[config.mk]
export PLATFORM = sky130hd
export DESIGN_NAME = lal_sched
export DESIGN_NICKNAME = d
export VERILOG_FILES = /design/src/rtl/lal_sched.sv
export SDC_FILE = /design/constraint.sdc
export NUM_CORES = 1
export LEC_CHECK = 0
export BUFFER_PORTS_ARGS = -buffer_cell sky130_fd_sc_hd__buf_2
export CORE_MARGIN = 2
export CORE_UTILIZATION = 47
export CTS_CLUSTER_DIAMETER = 80
export DETAILED_ROUTE_END_ITERATION = 16
export GPL_ROUTABILITY_DRIVEN = 0
export GPL_TIMING_DRIVEN = 0
export PLACE_DENSITY = 0.89
export SLEW_MARGIN = 20
export SYNTH_ARGS = -nofsm -noshare
export SYNTH_HDL_FRONTEND = slang
export SYNTH_SLANG_ARGS = --single-unit
[constraint.sdc]
create_clock -name clk -period 4.91 [get_ports clk]
set_clock_uncertainty 0.1 [all_clocks]
set_input_delay 0.982 -clock clk [delete_from_list [all_inputs] [get_ports clk]]
set_output_delay 0.982 -clock clk [all_outputs]
set_load 0.1 [all_outputs]
[src/rtl/lal_sched.sv]
// Round-robin scheduler sharing one combinational lal datapath between NREQ requesters.
// Each transaction allows a fixed multicycle settle window before the result is captured.
module lal_sched #(
    parameter int NREQ        = 4,
    parameter int IW          = 26,
    parameter int OW          = 19,
    parameter int EVAL_CYCLES = 2,
    parameter int IDW         = $clog2(NREQ)
) (
    input  logic                 clk,
    input  logic                 rst_n,
    input  logic [NREQ-1:0]      req,
    input  logic [NREQ*IW-1:0]   req_data,
    output logic [NREQ-1:0]      gnt,
    output logic [IW-1:0]        dp_in,
    input  logic [OW-1:0]        dp_out,
    output logic                 rsp_valid,
    input  logic                 rsp_ready,
    output logic [IDW-1:0]       rsp_id,
    output logic [OW-1:0]        rsp_data,
    output logic                 busy
);

    localparam int CW = (EVAL_CYCLES > 1) ? $clog2(EVAL_CYCLES) : 1;
    localparam logic [CW-1:0] CNT_LOAD = CW'(EVAL_CYCLES - 1);

    typedef enum logic [1:0] {
        IDLE,
        EVAL,
        HOLD
    } state_t;

    state_t          r_state;
    state_t          w_nextState;
    logic [IDW-1:0]  r_ptr;
    logic [CW-1:0]   r_cnt;
    logic [IW-1:0]   r_dpIn;
    logic            r_rspValid;
    logic [IDW-1:0]  r_rspId;
    logic [OW-1:0]   r_rspData;
    logic [IDW-1:0]  w_winner;
    logic            w_anyReq;

    generate
        if (EVAL_CYCLES < 1) begin : g_badEvalCycles
            $error("lal_sched: EVAL_CYCLES must be at least 1");
        end
    endgenerate

    // Scan downward in offset so the set bit closest to r_ptr is the last one written.
    always_comb begin
        int idx;
        idx      = 0;
        w_anyReq = 1'b0;
        w_winner = '0;
        for (int i = NREQ - 1; i >= 0; i--) begin
            idx = (int'(r_ptr) + i) % NREQ;
            if (req[IDW'(idx)]) begin
                w_anyReq = 1'b1;
                w_winner = IDW'(idx);
            end
        end
    end

    always_ff @(posedge clk or negedge rst_n) begin
        if (!rst_n) begin
            r_state <= IDLE;
        end else begin
            r_state <= w_nextState;
        end
    end

    always_comb begin
        w_nextState = r_state;
        gnt         = '0;
        case (r_state)
            IDLE: begin
                if (w_anyReq && rst_n) begin
                    gnt[w_winner] = 1'b1;
                    w_nextState   = EVAL;
                end
            end
            EVAL: begin
                if (r_cnt == '0) begin
                    w_nextState = HOLD;
                end
            end
            HOLD: begin
                if (rsp_ready) begin
                    w_nextState = IDLE;
                end
            end
            default: w_nextState = IDLE;
        endcase
    end

    // dp_in only moves on a grant so the shared datapath stays quiet while idle.
    always_ff @(posedge clk or negedge rst_n) begin
        if (!rst_n) begin
            r_ptr      <= '0;
            r_cnt      <= '0;
            r_dpIn     <= '0;
            r_rspValid <= 1'b0;
            r_rspId    <= '0;
            r_rspData  <= '0;
        end else begin
            case (r_state)
                IDLE: begin
                    if (w_anyReq) begin
                        r_dpIn  <= req_data[w_winner*IW +: IW];
                        r_rspId <= w_winner;
                        r_ptr   <= (w_winner == IDW'(NREQ - 1)) ? '0 : w_winner + 1'b1;
                        r_cnt   <= CNT_LOAD;
                    end
                end
                EVAL: begin
                    if (r_cnt != '0) begin
                        r_cnt <= r_cnt - 1'b1;
                    end else begin
                        r_rspData  <= dp_out;
                        r_rspValid <= 1'b1;
                    end
                end
                HOLD: begin
                    if (rsp_ready) begin
                        r_rspValid <= 1'b0;
                    end
                end
                default: ;
            endcase
        end
    end

    assign dp_in     = r_dpIn;
    assign rsp_valid = r_rspValid;
    assign rsp_id    = r_rspId;
    assign rsp_data  = r_rspData;
    assign busy      = (r_state != IDLE);

endmodule

Yosys cells after proc, flatten, opt, wreduce, memory -nomap -nowiden
Index checks and enable logic that the tools add are counted.
Cells by class
  shifts and indexed selects: 1
  add/subtract/negate cells: 5
  equal/unequal tests: 7
  magnitude comparators: 6
  multiplexer cells: 35
  $mul: 1
  bitwise logic cells: 1
  reductions and logical operators: 11
Operator list (number)
  variable part select 104 x 8 -> 26 bit: 1
  2-to-1 mux 1 bit: 17
  < comparator 2 x 4 -> 1 bit (second input constant): 4
  2-to-1 mux 2 bit: 8
  binary-select mux 1 bit (select 2 bit): 4
  2-to-1 mux 4 bit: 2
  inequality test 2 bit (second input constant): 4
  multiplier 2 x 4 -> 6 bit (second input constant): 1
  case mux 2 bit (3 select lines): 1
  AND reduction 2 bit: 3
  AND reduction 3 bit: 2
  nonzero test 2 bit: 3
  adder 2 x 1 -> 2 bit (second input constant): 2
  adder 2 bit (second input constant): 2
  == test 2 bit (second input constant): 2
  case mux 1 bit (2 select lines): 2
  < comparator 2 x 3 -> 1 bit (second input constant): 1
  demux 1 bit (select 2 bit): 1
  == test 2 x 1 -> 1 bit (second input constant): 1
  greater-or-equal comparator 2 x 1 -> 1 bit (second input constant): 1
  logical AND 1 bit: 2
  zero test 2 bit: 1
  NOT 1 bit: 1
  subtractor 1 bit (second input constant): 1
Word-level totals
  register bits: 53
  input bits: 130
  word-level logic and storage cells: 74
  output and inout bits: 53

Depth between registers and ports, before layout
  word-level depth: 14
  mapped depth: 8
  mapped depth without buffers: 7

Worst setup path before layout
OpenSTA, ideal clock, no wires.
  path kind: input-to-output
  start: input port req[1]
  end: output port gnt[1]
  arrival: 3694 ps
  path buffers: 2
  data required time: 3828 ps
  cell stages on the path: 5
  setup slack: 134 ps
  cells stage by stage: a21boi_0 o221ai_2 buf_6 buf_6 nor3_1
Between the ends
  word-level cells in the longest chain between the ends: 13
  elaborated cells between the ends (all ways): 28
  classes of those cells: order compare: 2; mux: 24; reduce/logical: 2
RTL lines
  start, declared: RTL line 12  | input logic [NREQ-1:0] req,
  binary-select mux 1 bit (select 2 bit): RTL line 58  | if (req[IDW'(idx)]) begin
  2-to-1 mux 1 bit (not written as such) (2 in a row): RTL line 58
  2-to-1 mux 2 bit (4 in a row): RTL line 58
  < comparator 2 x 3 -> 1 bit (not written as such) or greater-or-equal comparator 2 x 1 -> 1 bit (tied branches): RTL line 79  | gnt[w_winner] = 1'b1;
  logical AND 1 bit (not written as such): RTL line 79
  2-to-1 mux 1 bit (not written as such): RTL line 79
  demux 1 bit (select 2 bit): RTL line 79
  2-to-1 mux 4 bit *: RTL line 78  | if (w_anyReq && rst_n) begin
  2-to-1 mux 4 bit *: RTL line 76  | case (r_state)
  end, declared: RTL line 14  | output logic [NREQ-1:0] gnt,
Mark *: on every way between the ends. The rest lies on a longest branch, timed or not. The select of a mux whose other input is x is not followed.

Worst setup path in the final report
  start: input port req[0]
  end: output port gnt[3]
The elaborated chain is that of the path after synthesis.

==> metrics.txt <==
# TYPE chip_impl_metric gauge
chip_impl_metric{name="detail_route.first_pass.iterations",unit=""} 4
chip_impl_metric{name="clk_transition_reported_paths",unit="ns"} 0.10
chip_impl_metric{name="synth_area",unit="mm²"} 0.00296
chip_impl_metric{name="synth-edff-count",unit=""} 0
chip_impl_metric{name="floorplan.io_pins",unit=""} 183
chip_impl_metric{name="grt_overflow",unit=""} 0
chip_impl_metric{name="die_area",unit="mm²"} 0.00695
chip_impl_metric{name="routed_via_density",unit=""} 5.42
chip_impl_metric{name="syn_nets",unit=""} 402
chip_impl_metric{name="grt_pass1_vias",unit=""} 3022
chip_impl_info{name="cts_tree",value="built"} 1
chip_impl_info{name="unrepaired_setup_endpoints_after_global_routing",value="no"} 1
chip_impl_metric{name="syn-instance-count",unit=""} 271
chip_impl_metric{name="track_usage",unit=""} 0.249
chip_impl_info{name="worstSetupStartpoint",value="req[0]"} 1
chip_impl_metric{name="routed_wl",unit="µm"} 8760
chip_impl_metric{name="tightestPinTransition",unit="ns"} 0.697
chip_impl_metric{name="post_synth.cell_area_avg",unit="µm²"} 10.9
chip_impl_metric{name="netlist-cell-type-count",unit=""} 29
chip_impl_info{name="critPathCapture",value="gnt[3]"} 1
chip_impl_metric{name="wl_met2",unit="µm"} 4580
chip_impl_metric{name="timing.reg2reg.setup_slack",unit="ns"} 2.66
chip_impl_metric{name="clock_latency",unit="ns"} 0.30
chip_impl_metric{name="clock_buffer_count_from_cts",unit=""} 5
chip_impl_info{name="clk_root_buffer_cell",value="sky130_fd_sc_hd__clkbuf_8"} 1
chip_impl_metric{name="yosysWarningCount",unit=""} 0
chip_impl_metric{name="finish.net_count",unit=""} 591
chip_impl_metric{name="cts_hold_repair.buffers",unit=""} 0
chip_impl_metric{name="grt_pass1_wl",unit="µm"} 14100
chip_impl_metric{name="first_iter_violations",unit=""} 122
chip_impl_info{name="timing.hold.worst.start",value="dp_in[3]"} 1
chip_impl_metric{name="via_count",unit=""} 2903
chip_impl_metric{name="cts_repair_resize_count",unit=""} 0
chip_impl_metric{name="detail_route.drc_violations",unit=""} 0
chip_impl_metric{name="die_y",unit="µm"} 83.4
chip_impl_metric{name="postCtsSetupRepairBufs",unit=""} 0
chip_impl_metric{name="m1WireLength",unit="µm"} 3480
chip_impl_metric{name="slew_headroom",unit=""} 0.535
chip_impl_info{name="timing.critical_path.from_type",value="primary input"} 1
chip_impl_metric{name="final_antenna_net_count",unit=""} 0
chip_impl_info{name="regToRegEndpoint",value="dp_in[20]"} 1
chip_impl_metric{name="wl_per_cell",unit="µm"} 16.3
chip_impl_metric{name="antenna_found_initial",unit=""} 0
chip_impl_metric{name="cap_violations",unit=""} 0
chip_impl_metric{name="required",unit="ns"} 3.83
chip_impl_metric{name="crit_path_max_fanout",unit=""} 10
chip_impl_metric{name="num_antenna_cells",unit=""} 0
chip_impl_metric{name="fillCellCount",unit=""} 495
chip_impl_metric{name="cp.arrival",unit="ns"} 2.77
chip_impl_metric{name="min_period",unit="ns"} 3.85
chip_impl_metric{name="met3WireLength",unit="µm"} 596
chip_impl_metric{name="timing.setup.tns",unit="ns"} 0
chip_impl_metric{name="die_width",unit="µm"} 83.4
chip_impl_metric{name="total_number_of_placement_rows",unit=""} 28
chip_impl_metric{name="numClockSinks",unit=""} 53
chip_impl_metric{name="cts_max_level",unit=""} 2
chip_impl_metric{name="period_share",unit=""} 0.784
chip_impl_info{name="top_signal_layer_used",value="met4"} 1
chip_impl_info{name="worstSetupEndpointType",value="output pin"} 1
chip_impl_metric{name="timing.fmax",unit="MHz"} 260
chip_impl_metric{name="post_route_cells_drive_above_1_share",unit=""} 0.497
chip_impl_metric{name="floorplan_core_area",unit="mm²"} 0.00599
chip_impl_info{name="worst-setup-path-type",value="in2out"} 1
chip_impl_metric{name="async_flop_share",unit=""} 1.00
chip_impl_metric{name="synth_seq_cells",unit=""} 53
chip_impl_info{name="outcome",value="finished, final reports clean"} 1
chip_impl_metric{name="setup_viol_count_final",unit=""} 0
chip_impl_metric{name="post-dp-hpwl",unit="µm"} 6890
chip_impl_metric{name="max_slew_violation_total_from_the_final_report",unit=""} 0
chip_impl_metric{name="port_buffers",unit=""} 182
chip_impl_metric{name="synth-seq-area-share",unit=""} 0.448
chip_impl_metric{name="worst-r2r-cell-count",unit=""} 7
chip_impl_metric{name="grt_max_degree",unit=""} 58
chip_impl_metric{name="floorplan.initialDensity",unit=""} 0.495
chip_impl_info{name="worst_r2r_startpoint",value="r_ptr[1]"} 1
chip_impl_metric{name="area_delta_synth_final",unit="%"} 37.2
chip_impl_metric{name="report.final.hold_viol_count",unit=""} 0
chip_impl_metric{name="clockBufferDepth",unit=""} 2
chip_impl_info{name="synth-main-ff-cell",value="sky130_fd_sc_hd__dfrtp_1"} 1
chip_impl_info{name="hp-class",value="reg2reg"} 1
==> worst min path at each step <==
stage	end	depth (start not counted)
detailed placement	dp_in[3]	1
global placement	rsp_id[0]	1
floorplan	r_state[0]	1
CTS	dp_in[3]	1
global route	dp_in[23]	1
finish	dp_in[3]	1
==> cell usage after synthesis (3+ instances only) <==
cell type | n | area share
sky130_fd_sc_hd__nor2_1 | 8 | 0.010
sky130_fd_sc_hd__mux2i_1 | 52 | 0.18
sky130_fd_sc_hd__clkbuf_1 | 7 | 0.0089
sky130_fd_sc_hd__buf_2 | 10 | 0.017
sky130_fd_sc_hd__a21oi_1 | 6 | 0.010
sky130_fd_sc_hd__a211o_1 | 26 | 0.077
sky130_fd_sc_hd__mux2_2 | 19 | 0.072
sky130_fd_sc_hd__nand2_1 | 5 | 0.0063
sky130_fd_sc_hd__buf_8 | 3 | 0.015
sky130_fd_sc_hd__nor3_1 | 53 | 0.090
sky130_fd_sc_hd__inv_1 | 6 | 0.0076
sky130_fd_sc_hd__a21o_1 | 3 | 0.0076
sky130_fd_sc_hd__dfrtp_1 | 53 | 0.45
==> worst max-delay path, cell delays in order <==
cell and delay (ns):
sky130_fd_sc_hd__buf_2 0.13, sky130_fd_sc_hd__a21o_1 0.17, sky130_fd_sc_hd__a21oi_1 0.13, sky130_fd_sc_hd__o22ai_1 0.10
sky130_fd_sc_hd__inv_1 0.07, sky130_fd_sc_hd__clkbuf_1 0.37, sky130_fd_sc_hd__ha_1 0.22, sky130_fd_sc_hd__and3_1 0.16
sky130_fd_sc_hd__buf_2 0.43
==> sequential cells by signal (all words and copies together) (netlist names) <==
signal	flops
r_ptr	2
rsp_valid	1
r_cnt	1
rsp_id	2
r_state	2
dp_in	26
rsp_data	19
==> routing by layer <==
metal	vias to the layer above	track usage
met4	0	0.0626
met2	127	0.463
met1	1387	0.287
li1	1381	-
met3	8	0.0557
met5	-	0
==> area by class of cell <==
| cell class | instances | area (µm²) | area share |
|---|---|---|---|
| Clock inverter | 3 | 25.0 | 0.00616 |
| Inverter | 7 | 26.3 | 0.00647 |
| Buffer | 23 | 151 | 0.0373 |
| Tap cell | 75 | 93.8 | 0.0231 |
| Multi-Input combinational cell | 188 | 1460 | 0.359 |
| Sequential cell | 53 | 1330 | 0.326 |
| Clock buffer | 5 | 68.8 | 0.0169 |
| Timing Repair Buffer | 182 | 913 | 0.225 |
==> cell usage in the layout, fill, tap and decap left out, types with 2 or more instances in the layout <==
cell and n:
sky130_fd_sc_hd__buf_4 2, sky130_fd_sc_hd__nand2_1 5, sky130_fd_sc_hd__mux2i_1 52, sky130_fd_sc_hd__mux2_2 19, sky130_fd_sc_hd__clkbuf_1 7, sky130_fd_sc_hd__nor3_1 53
sky130_fd_sc_hd__or2_1 2, sky130_fd_sc_hd__buf_2 191, sky130_fd_sc_hd__nor2_1 8, sky130_fd_sc_hd__a211o_1 26, sky130_fd_sc_hd__inv_6 2, sky130_fd_sc_hd__buf_6 2
sky130_fd_sc_hd__buf_8 3, sky130_fd_sc_hd__inv_1 6, sky130_fd_sc_hd__and3_1 2, sky130_fd_sc_hd__dfrtp_1 53, sky130_fd_sc_hd__a21o_1 3, sky130_fd_sc_hd__clkbuf_8 5
sky130_fd_sc_hd__o21ai_0 2, sky130_fd_sc_hd__a21oi_1 6
==> metrics by stage <==
stage / utilization / instance area (µm²) / hold WS, ns / std cells / worst slack, ns
floorplan: - / 2960 / 0.373 / 271 / 0.134
global placement: 0.662 / 3970 / 0.359 / 528 / 1.07
detailed placement: 0.663 / 3970 / 0.371 / 528 / 1.03
CTS: 0.678 / 4060 / 0.393 / 536 / 1.04
global route: 0.678 / 4060 / 0.414 / 536 / 0.849
finish: 0.678 / 4060 / 0.391 / 536 / 1.06
==> logic make-up (layout without fill, tap and decap cells) <==
logic type      count (synthesis)  count (layout)  share of synthesized area
simple gates                   74              74                      0.126
fa+ha+maj                       1               1                    0.00422
compound gates                 41              41                      0.109
flops                          53              53                      0.448
buf+inv                        30             220                     0.0600
mux                            72              72                      0.253
Power is left out: the tool's default activity adds up to more than one toggle a clock period on the data nets, which glitch-free logic cannot reach.
